### src/rtl/hv_sign_packer_if.sv
// Word stream from the sign packer to the DMA writer: valid/ready handshake with an end-of-vector marker.
interface hv_sign_packer_if #(
    parameter int WORD = 32
);
    logic [WORD-1:0] out_data;
    logic            out_valid;
    logic            out_ready;
    logic            out_last;

    modport master (
        output out_data,
        output out_valid,
        output out_last,
        input  out_ready
    );

    modport slave (
        input  out_data,
        input  out_valid,
        input  out_last,
        output out_ready
    );
endinterface

### src/rtl/hv_sign_packer.sv
// Snapshots inverted counter signs SETTLE cycles after start, then streams them as WORD-bit words; first word SETTLE+1 cycles after start.
// All outputs registered; the current word holds while out_ready is low and one word per cycle flows when it is high.
module hv_sign_packer #(
    parameter int DIM    = 1024,
    parameter int WORD   = 32,
    parameter int SETTLE = 2
) (
    input  logic               clk,
    input  logic               rst,
    input  logic               start,
    input  logic [DIM-1:0]     sign_vec,
    hv_sign_packer_if.master   out_if,
    output logic               busy,
    output logic               done
);
    localparam int NW = DIM / WORD;
    localparam int KW = (NW > 1) ? $clog2(NW) : 1;
    localparam int SW = (SETTLE > 1) ? $clog2(SETTLE) : 1;
    localparam logic [KW-1:0] K_LAST = KW'(NW - 1);
    localparam logic [SW-1:0] S_LOAD = SW'(SETTLE - 1);

    typedef enum logic [1:0] {
        ST_IDLE,
        ST_SETTLE,
        ST_SEND
    } state_t;

    state_t          state_q;
    logic [SW-1:0]   settle_q;
    logic [KW-1:0]   k_q;
    logic [KW-1:0]   k_d;
    logic [DIM-1:0]  snap_q;
    logic [DIM-1:0]  snap_d;
    logic [WORD-1:0] data_q;
    logic            vld_q;
    logic            last_q;
    logic            busy_q;
    logic            done_q;
    logic            xfer;
    logic            snap_en;

    // Binarized HV convention: a set bit means the counter sum is non-negative.
    assign snap_d  = ~sign_vec;
    assign snap_en = (state_q == ST_SETTLE) && (settle_q == '0);
    assign xfer    = vld_q && out_if.out_ready;

    always_comb begin
        k_d = k_q + KW'(1);
    end

    // Contents are meaningless until loaded, so no reset is needed here.
    always_ff @(posedge clk) begin
        if (snap_en) begin
            snap_q <= snap_d;
        end
    end

    always_ff @(posedge clk or negedge rst) begin
        if (!rst) begin
            state_q  <= ST_IDLE;
            settle_q <= '0;
            k_q      <= '0;
            data_q   <= '0;
            vld_q    <= 1'b0;
            last_q   <= 1'b0;
            busy_q   <= 1'b0;
            done_q   <= 1'b0;
        end else begin
            done_q <= 1'b0;
            case (state_q)
                ST_IDLE: begin
                    if (start) begin
                        state_q  <= ST_SETTLE;
                        settle_q <= S_LOAD;
                        busy_q   <= 1'b1;
                    end
                end
                ST_SETTLE: begin
                    if (settle_q == '0) begin
                        // Word 0 comes straight from the live vector so it is valid on the next cycle.
                        state_q <= ST_SEND;
                        vld_q   <= 1'b1;
                        data_q  <= snap_d[WORD-1:0];
                        last_q  <= (K_LAST == '0);
                        k_q     <= '0;
                    end else begin
                        settle_q <= settle_q - SW'(1);
                    end
                end
                ST_SEND: begin
                    if (xfer) begin
                        if (last_q) begin
                            state_q <= ST_IDLE;
                            vld_q   <= 1'b0;
                            last_q  <= 1'b0;
                            data_q  <= '0;
                            k_q     <= '0;
                            busy_q  <= 1'b0;
                            done_q  <= 1'b1;
                        end else begin
                            k_q    <= k_d;
                            data_q <= snap_q[k_d*WORD +: WORD];
                            last_q <= (k_d == K_LAST);
                        end
                    end
                end
                default: begin
                    state_q <= ST_IDLE;
                end
            endcase
        end
    end

    assign out_if.out_data  = data_q;
    assign out_if.out_valid = vld_q;
    assign out_if.out_last  = last_q;
    assign busy             = busy_q;
    assign done             = done_q;
endmodule

### src/flat_wrapper.sv
// flat-port wrapper written by rule: the top's interface ports become plain ports
module hv_sign_packer_flat 
#(
    parameter int DIM    = 1024,
    parameter int WORD   = 32,
    parameter int SETTLE = 2
)
  (clk, rst, start, sign_vec, busy, done, out_if_out_data, out_if_out_valid, out_if_out_last, out_if_out_ready);
  hv_sign_packer_if #(.WORD(WORD)) out_if_i ();
  input  logic clk;
  input  logic rst;
  input  logic start;
  input  logic [DIM-1:0] sign_vec;
  output logic busy;
  output logic done;
  output wire logic [$bits(out_if_i.out_data)-1:0] out_if_out_data;
  output wire logic [$bits(out_if_i.out_valid)-1:0] out_if_out_valid;
  output wire logic [$bits(out_if_i.out_last)-1:0] out_if_out_last;
  input wire logic [$bits(out_if_i.out_ready)-1:0] out_if_out_ready;
  assign out_if_out_data = out_if_i.out_data;
  assign out_if_out_valid = out_if_i.out_valid;
  assign out_if_out_last = out_if_i.out_last;
  assign out_if_i.out_ready = out_if_out_ready;
  hv_sign_packer #(.DIM(DIM), .WORD(WORD), .SETTLE(SETTLE)) u_core (.clk(clk), .rst(rst), .start(start), .sign_vec(sign_vec), .out_if(out_if_i), .busy(busy), .done(done));
endmodule
### config.mk
export PLATFORM = sky130hd
export DESIGN_NAME = hv_sign_packer_flat
export DESIGN_NICKNAME = d
export VERILOG_FILES = /design/src/rtl/hv_sign_packer_if.sv /design/src/rtl/hv_sign_packer.sv /design/src/flat_wrapper.sv
export SDC_FILE = /design/constraint.sdc
export NUM_CORES = 2
export LEC_CHECK = 0
export BUFFER_PORTS_ARGS = -buffer_cell sky130_fd_sc_hd__buf_4
export CORE_AREA = 2 2 413 415
export CTS_CLUSTER_DIAMETER = 120
export DETAILED_ROUTE_END_ITERATION = 10
export DIE_AREA = 0 0 415 417
export GPL_ROUTABILITY_DRIVEN = 0
export PLACE_DENSITY_LB_ADDON = 0.15
export SKIP_LAST_GASP = 1
export SYNTH_ARGS = -nofsm -noshare
export SYNTH_HDL_FRONTEND = slang
export SYNTH_SLANG_ARGS = --single-unit
### constraint.sdc
create_clock -name clk -period 42.3 [get_ports clk]
set_clock_uncertainty 0.2 [all_clocks]
set_input_delay 2.115 -clock clk [delete_from_list [all_inputs] [get_ports clk]]
set_output_delay 2.115 -clock clk [all_outputs]
set_load 0.02 [all_outputs]
* Yosys cells after proc, flatten, opt, wreduce, memory -nomap -nowiden
Cells that the tools add are included.
Cells by class: reductions and logical operators 11, bitwise gates (word level) 2, eq/ne operators 7, mux-type cells 28, add/sub/neg operators 2, shift operators 1
Operator list (count):
- inverter 1024 bit | 1
- variable part select 1024 x 11 -> 32 bit | 1
- two-way mux 32 bit | 3
- one-hot mux 32 bit (2 select lines) | 1
- two-way mux 5 bit | 3
- AND reduction 4 bit | 3
- two-way mux 1 bit | 11
- one-hot mux 5 bit (2 select lines) | 1
- two-way mux 2 bit | 4
- one-hot mux 1 bit (2 select lines) | 4
- one-hot mux 2 bit (3 select lines) | 1
- nonzero test 2 bit | 3
- adder 5 x 1 -> 5 bit (second input constant) | 1
- equality test 5 bit (second input constant) | 1
- != test 2 x 1 -> 1 bit (second input constant) | 2
- != test 2 bit (second input constant) | 2
- AND reduction 3 bit | 1
- equality test 2 x 1 -> 1 bit (second input constant) | 1
- equality test 2 bit (second input constant) | 1
- logical AND 1 bit | 2
- logical NOT 2 bit | 1
- AND reduction 2 bit | 1
- inverter 1 bit | 1
- subtractor 1 bit (second input constant) | 1
Word-level totals: flip-flop bits (word level) 1068, input bits 1028, logic and storage cells 60

* Longest topological paths before layout
depth in word-level cells 5, gate-level depth with buffers 14

* Least setup slack after synthesis
No wires, ideal clock.
path type register to register, from register u_core.state_q[1], to register u_core.k_q[0], data arrival time 46.140 ns, data required time 41.886 ns, library setup time 0.214 ns, path slack -4.254 ns, stages on the path, launching flop included 4, buffers on the path 0, path through dfrtp_1 > nor3b_2 > a31oi_1 > mux2_2
Between the ends: cells in the longest elaborated chain, start to end 3, elaborated cells between the ends (all ways) 7
RTL lines:
- from (decl) | line hv_sign_packer.sv:28 | state_t state_q;
- from (signal assigned) | line hv_sign_packer.sv:60 | state_q <= ST_IDLE;
- from (signal assigned) | line hv_sign_packer.sv:73 | state_q <= ST_SETTLE;
- from (signal assigned) | line hv_sign_packer.sv:81 | state_q <= ST_SEND;
- equality test 2 x 1 -> 1 bit or equality test 2 bit (tied branches) | line hv_sign_packer.sv:70 | case (state_q)
- != test 2 bit (no source line), or another cell as far along
- AND reduction 3 bit (no source line)
- to (signal assigned) | line hv_sign_packer.sv:101 | k_q <= k_d;
- to (decl) | line hv_sign_packer.sv:30 | logic [KW-1:0] k_q;
Several ways; a longest one is shown, not always the timed one. A chain may end at the register's enable or synchronous reset.

* Final worst setup path
from register u_core.state_q[0], to register u_core.snap_q[516], enable pin
Between the ends: cells in the longest elaborated chain, start to end 2
RTL lines:
- equality test 2 x 1 -> 1 bit | line hv_sign_packer.sv:44 | assign snap_en = (state_q == ST_SETTLE) && (settle_q == '0);
- logical AND 1 bit | line hv_sign_packer.sv:44
- net u_core.snap_en | line hv_sign_packer.sv:40 | logic snap_en;
- to (signal assigned) | line hv_sign_packer.sv:54 | snap_q <= snap_d;
- to (decl) | line hv_sign_packer.sv:32 | logic [DIM-1:0] snap_q;
The timed path passes the listed nets, and every way through them passes these cells.

==> run_results.csv <==
group,metric,value,unit
flow_run,max_capacitance_violation_total,0,
sta,finalMaxSlewViolations,0,
floorplan,num_ports,1064,
logic_synthesis,ys_top_cells_by_area,"edfxtp_1, mux4_2, inv_1",
worst_setup_path,worstSetupStartpointType,"register",
sta,timing.max_slew.rel_slack,25.4,%
floorplan,chipHeight,417,um
grt,gr-usage-all-layers,18.2,%
floorplan,floorplan.core_area,0.169,mm2
hold_path,hold_class,"register to register",
cts,cts-buffers-inserted,132,
hold_path,hold_start,"u_core.out_if.out_data[3]$_DFFE_PN0P_",
logic_synthesis,synthCells,2908,
cts,clk_pin_slew,0.06,ns
worst_setup_path,path_delay_family,"buffers and inverters",
floorplan,fp.dieArea,0.173,mm2
grt,grt_pass1_wl,220000,um
worst_setup_path,data_required_time_at_the_worst_endpoint,42.44,ns
detailed_routing,vias,27200,
floorplan,fp-row-count,151,
place,dp_hpwl,120000,um
sta,hold_viol,0,
cts,tritoncts,"done",
worst_setup_path,end_kind,"register",
cts,ctsLongestPathBuffers,3,
logic_synthesis,ff_latch_count_synth,1068,
grt,antenna_found_initial,31,
sta,timing.hold.ws,0.330,ns
layout,nNetsFinal,5057,
layout,layoutNonFillerInstCount,6362,
layout,highest_count_cells_in_the_layout_ignoring_fill_and_taps,"buf_4, inv_1, edfxtp_1",
floorplan,starting_density_of_the_core,26.6,%
grt,grt_pass1_vias,29100,
logic_synthesis,synth_top_area_share,68.7,%
worst_setup_path,crit_path_max_fanout,172,
cts,cts_sinks,1068,
power_and_ir_drop,peakVddDrop,69.8,uV
detailed_routing,detailedRoute.firstIterationViolations,2069,
layout,area_of_combinational_cells_with_multiple_inputs,0.00863,mm2
grt,grt_max_degree,173,
worst_setup_path,r2r-start,"u_core.state_q[0]$_DFFE_PN0P_",
place,post_dp_cell_area,0.0554,mm2
layout,final_cell_area,0.0597,mm2
place,placed_cells_incl_taps,6111,
cts,post_cts_resized,0,
cts,cts_root_buf,"clkbuf_16",
place,port_buffers,1063,
worst_setup_path,worstSetupPathType,"register to register",
layout,final_layout_size_suffix_gt1_share,38.5,%
logic_synthesis,mappedNetlistArea,0.0448,mm2
detailed_routing,firstDrtPassIters,5,
worst_setup_path,critical_path.slowest_cell,"buf_4",
detailed_routing,number_of_design_rule_violations_left_after_detail_routing,0,
worst_setup_path,crit_cells,5,
worst_setup_path,path_cells,"nor3b_4, buf_12, buf_4, buf_4, buf_12",
sta,final_min_period_over_clock_period,11.3,%
detailed_routing,ant_nets,0,
hold_path,timing.hold.worst_endpoint,"u_core.out_if.out_data[3]$_DFFE_PN0P_",
worst_setup_path,worst_ep_arrival_time,4.91,ns
sta,totalNegativeSetupSlack,0,ns
hold_path,hold_path_depth,2,
floorplan,die_width,415,um
cts,cts-htree-levels,4,
sta,post-route-min-period,4.77,ns
logic_synthesis,ys_types,35,
grt,global_route_total_overflow,0,
detailed_routing,totalWireLength,161000,um
sta,timing_worst_slew_pin_value,1.12,ns
place,post-place-ws,37.42,ns
layout,layout.core_utilization,35.4,%
sta,finalSetupViolations,0,
worst_setup_path,cpPeakStageDelay,0.93,ns
worst_setup_path,regToRegSetupSlack,37.53,ns
sta,fmax,210,MHz
layout,n_fill_cell,16600,
cts,ctsHoldBuffers,0,
logic_synthesis,yosys.area.top_type,"edfxtp_1",
worst_setup_path,r2r_cells,5,
cts,post-cts-setup-buffer-count,0,
detailed_routing,viasPerCell,4.28,
layout,areaGrowthSynthToFinish,33.4,%
logic_synthesis,syn-num-nets,3938,
logic_synthesis,yosys_warnings,0,
power_and_ir_drop,power.leakage,25.2,nW
cts,worstSkewPairLatency,0.74,ns
layout,register_area,0.0319,mm2
run_status,outcome,"completed",
detailed_routing,wl_per_cell,25.3,um
logic_synthesis,average_footprint_of_a_synthesized_cell,15.4,um2
sta,setup_repair_after_global_routing_missed_its_margin,"no",
worst_setup_path,critPathBufInv,4,
worst_setup_path,worst_r2r_endpoint,"u_core.snap_q[516]$_DFFE_PP_",
sta,setup_slack,37.53,ns
power_and_ir_drop,post_layout_power,3.78,mW
logic_synthesis,synth_sequential_area_ratio,71.1,%
power_and_ir_drop,p_per_area,63.3,mW/mm2
layout,layout.cells.most_common,"buf_4",
-- flip-flops by register name, summed over array words and instances (netlist names) --
name                     cells
u_core.busy                  1
u_core.done                  1
u_core.k_q                   5
u_core.out_if.out_data      32
u_core.out_if.out_last       1
u_core.out_if.out_valid      1
u_core.settle_q              1
u_core.snap_q             1024
u_core.state_q               2
-- cell families after synthesis --
logic type	count (synthesis)	share of synthesized area [%]
buffers and inverters	1137	9.70
DFF	1068	71.1
muxes	321	14.4
and+or+nand+nor	193	1.81
AOI/OAI and AO/OA	184	2.78
xor gates and xnor gates	3	0.101
adders and majority gates	2	0.0559
-- synthesized netlist by cell type (all sizes together) --
cell / count
buf: 47
inv: 1027
dfrtp: 44
a32o: 33
a311oi: 1
nor3: 3
clkbuf: 63
a21o: 1
edfxtp: 1024
nand2b: 4
nor3b: 1
xnor2: 2
a31oi: 2
a21oi: 5
mux2: 32
o31ai: 1
nand3: 36
ha: 2
o211ai: 32
and3: 2
a21boi: 1
nor2b: 2
xor2: 1
nand2: 140
mux2i: 33
mux4: 256
nor2: 3
nand4b: 2
a31o: 4
o21ai: 104
-- power by group --
group	leakage, nW	switching (mW)	internal (mW)
Sequential	9.88	0.0803	1.45
Clock	2.08	0.462	0.658
Combinational	13.3	0.652	0.482
-- how the worst max path moves through the flow --
stage	startpoint	end	slack [ns]
after floorplan	u_core.state_q[1]$_DFFE_PN0P_	u_core.k_q[0]$_DFFE_PN0P_	12.05
after global placement	u_core.state_q[0]$_DFFE_PN0P_	u_core.snap_q[549]$_DFFE_PP_	37.51
after detailed placement	u_core.state_q[0]$_DFFE_PN0P_	u_core.snap_q[516]$_DFFE_PP_	37.42
after CTS	u_core.state_q[0]$_DFFE_PN0P_	u_core.snap_q[547]$_DFFE_PP_	37.45
after global routing	u_core.state_q[0]$_DFFE_PN0P_	u_core.snap_q[205]$_DFFE_PP_	37.18
final	u_core.state_q[0]$_DFFE_PN0P_	u_core.snap_q[516]$_DFFE_PP_	37.53
-- worst register-to-register path, cell delays in order (launching register included) --
cell and delay [ns]:
dfrtp_1 0.47, nor3b_4 0.27, buf_12 0.68, buf_4 0.87, buf_4 0.96, buf_12 0.69
-- cell type report --
class | instances | area share, %
Antenna cell | 14 | 0.0586
Clock buffer | 170 | 5.92
Clock inverter | 67 | 1.27
Inverter | 1027 | 6.45
Multi-Input combinational cell | 703 | 14.5
Sequential cell | 1068 | 53.3
Tap cell | 2218 | 4.65
Timing Repair Buffer | 1095 | 13.9
-- per-layer routing --
metal  global-route usage, %  part of all wire (%)  routed length, um
met4                    4.92                   2.2               3500
met5                       0                0.0044                  7
met2                    32.2                    52              83900
met3                    3.31                   5.1               8190
met1                    22.6                    41              65300
(Power assumes the default switching activity.)
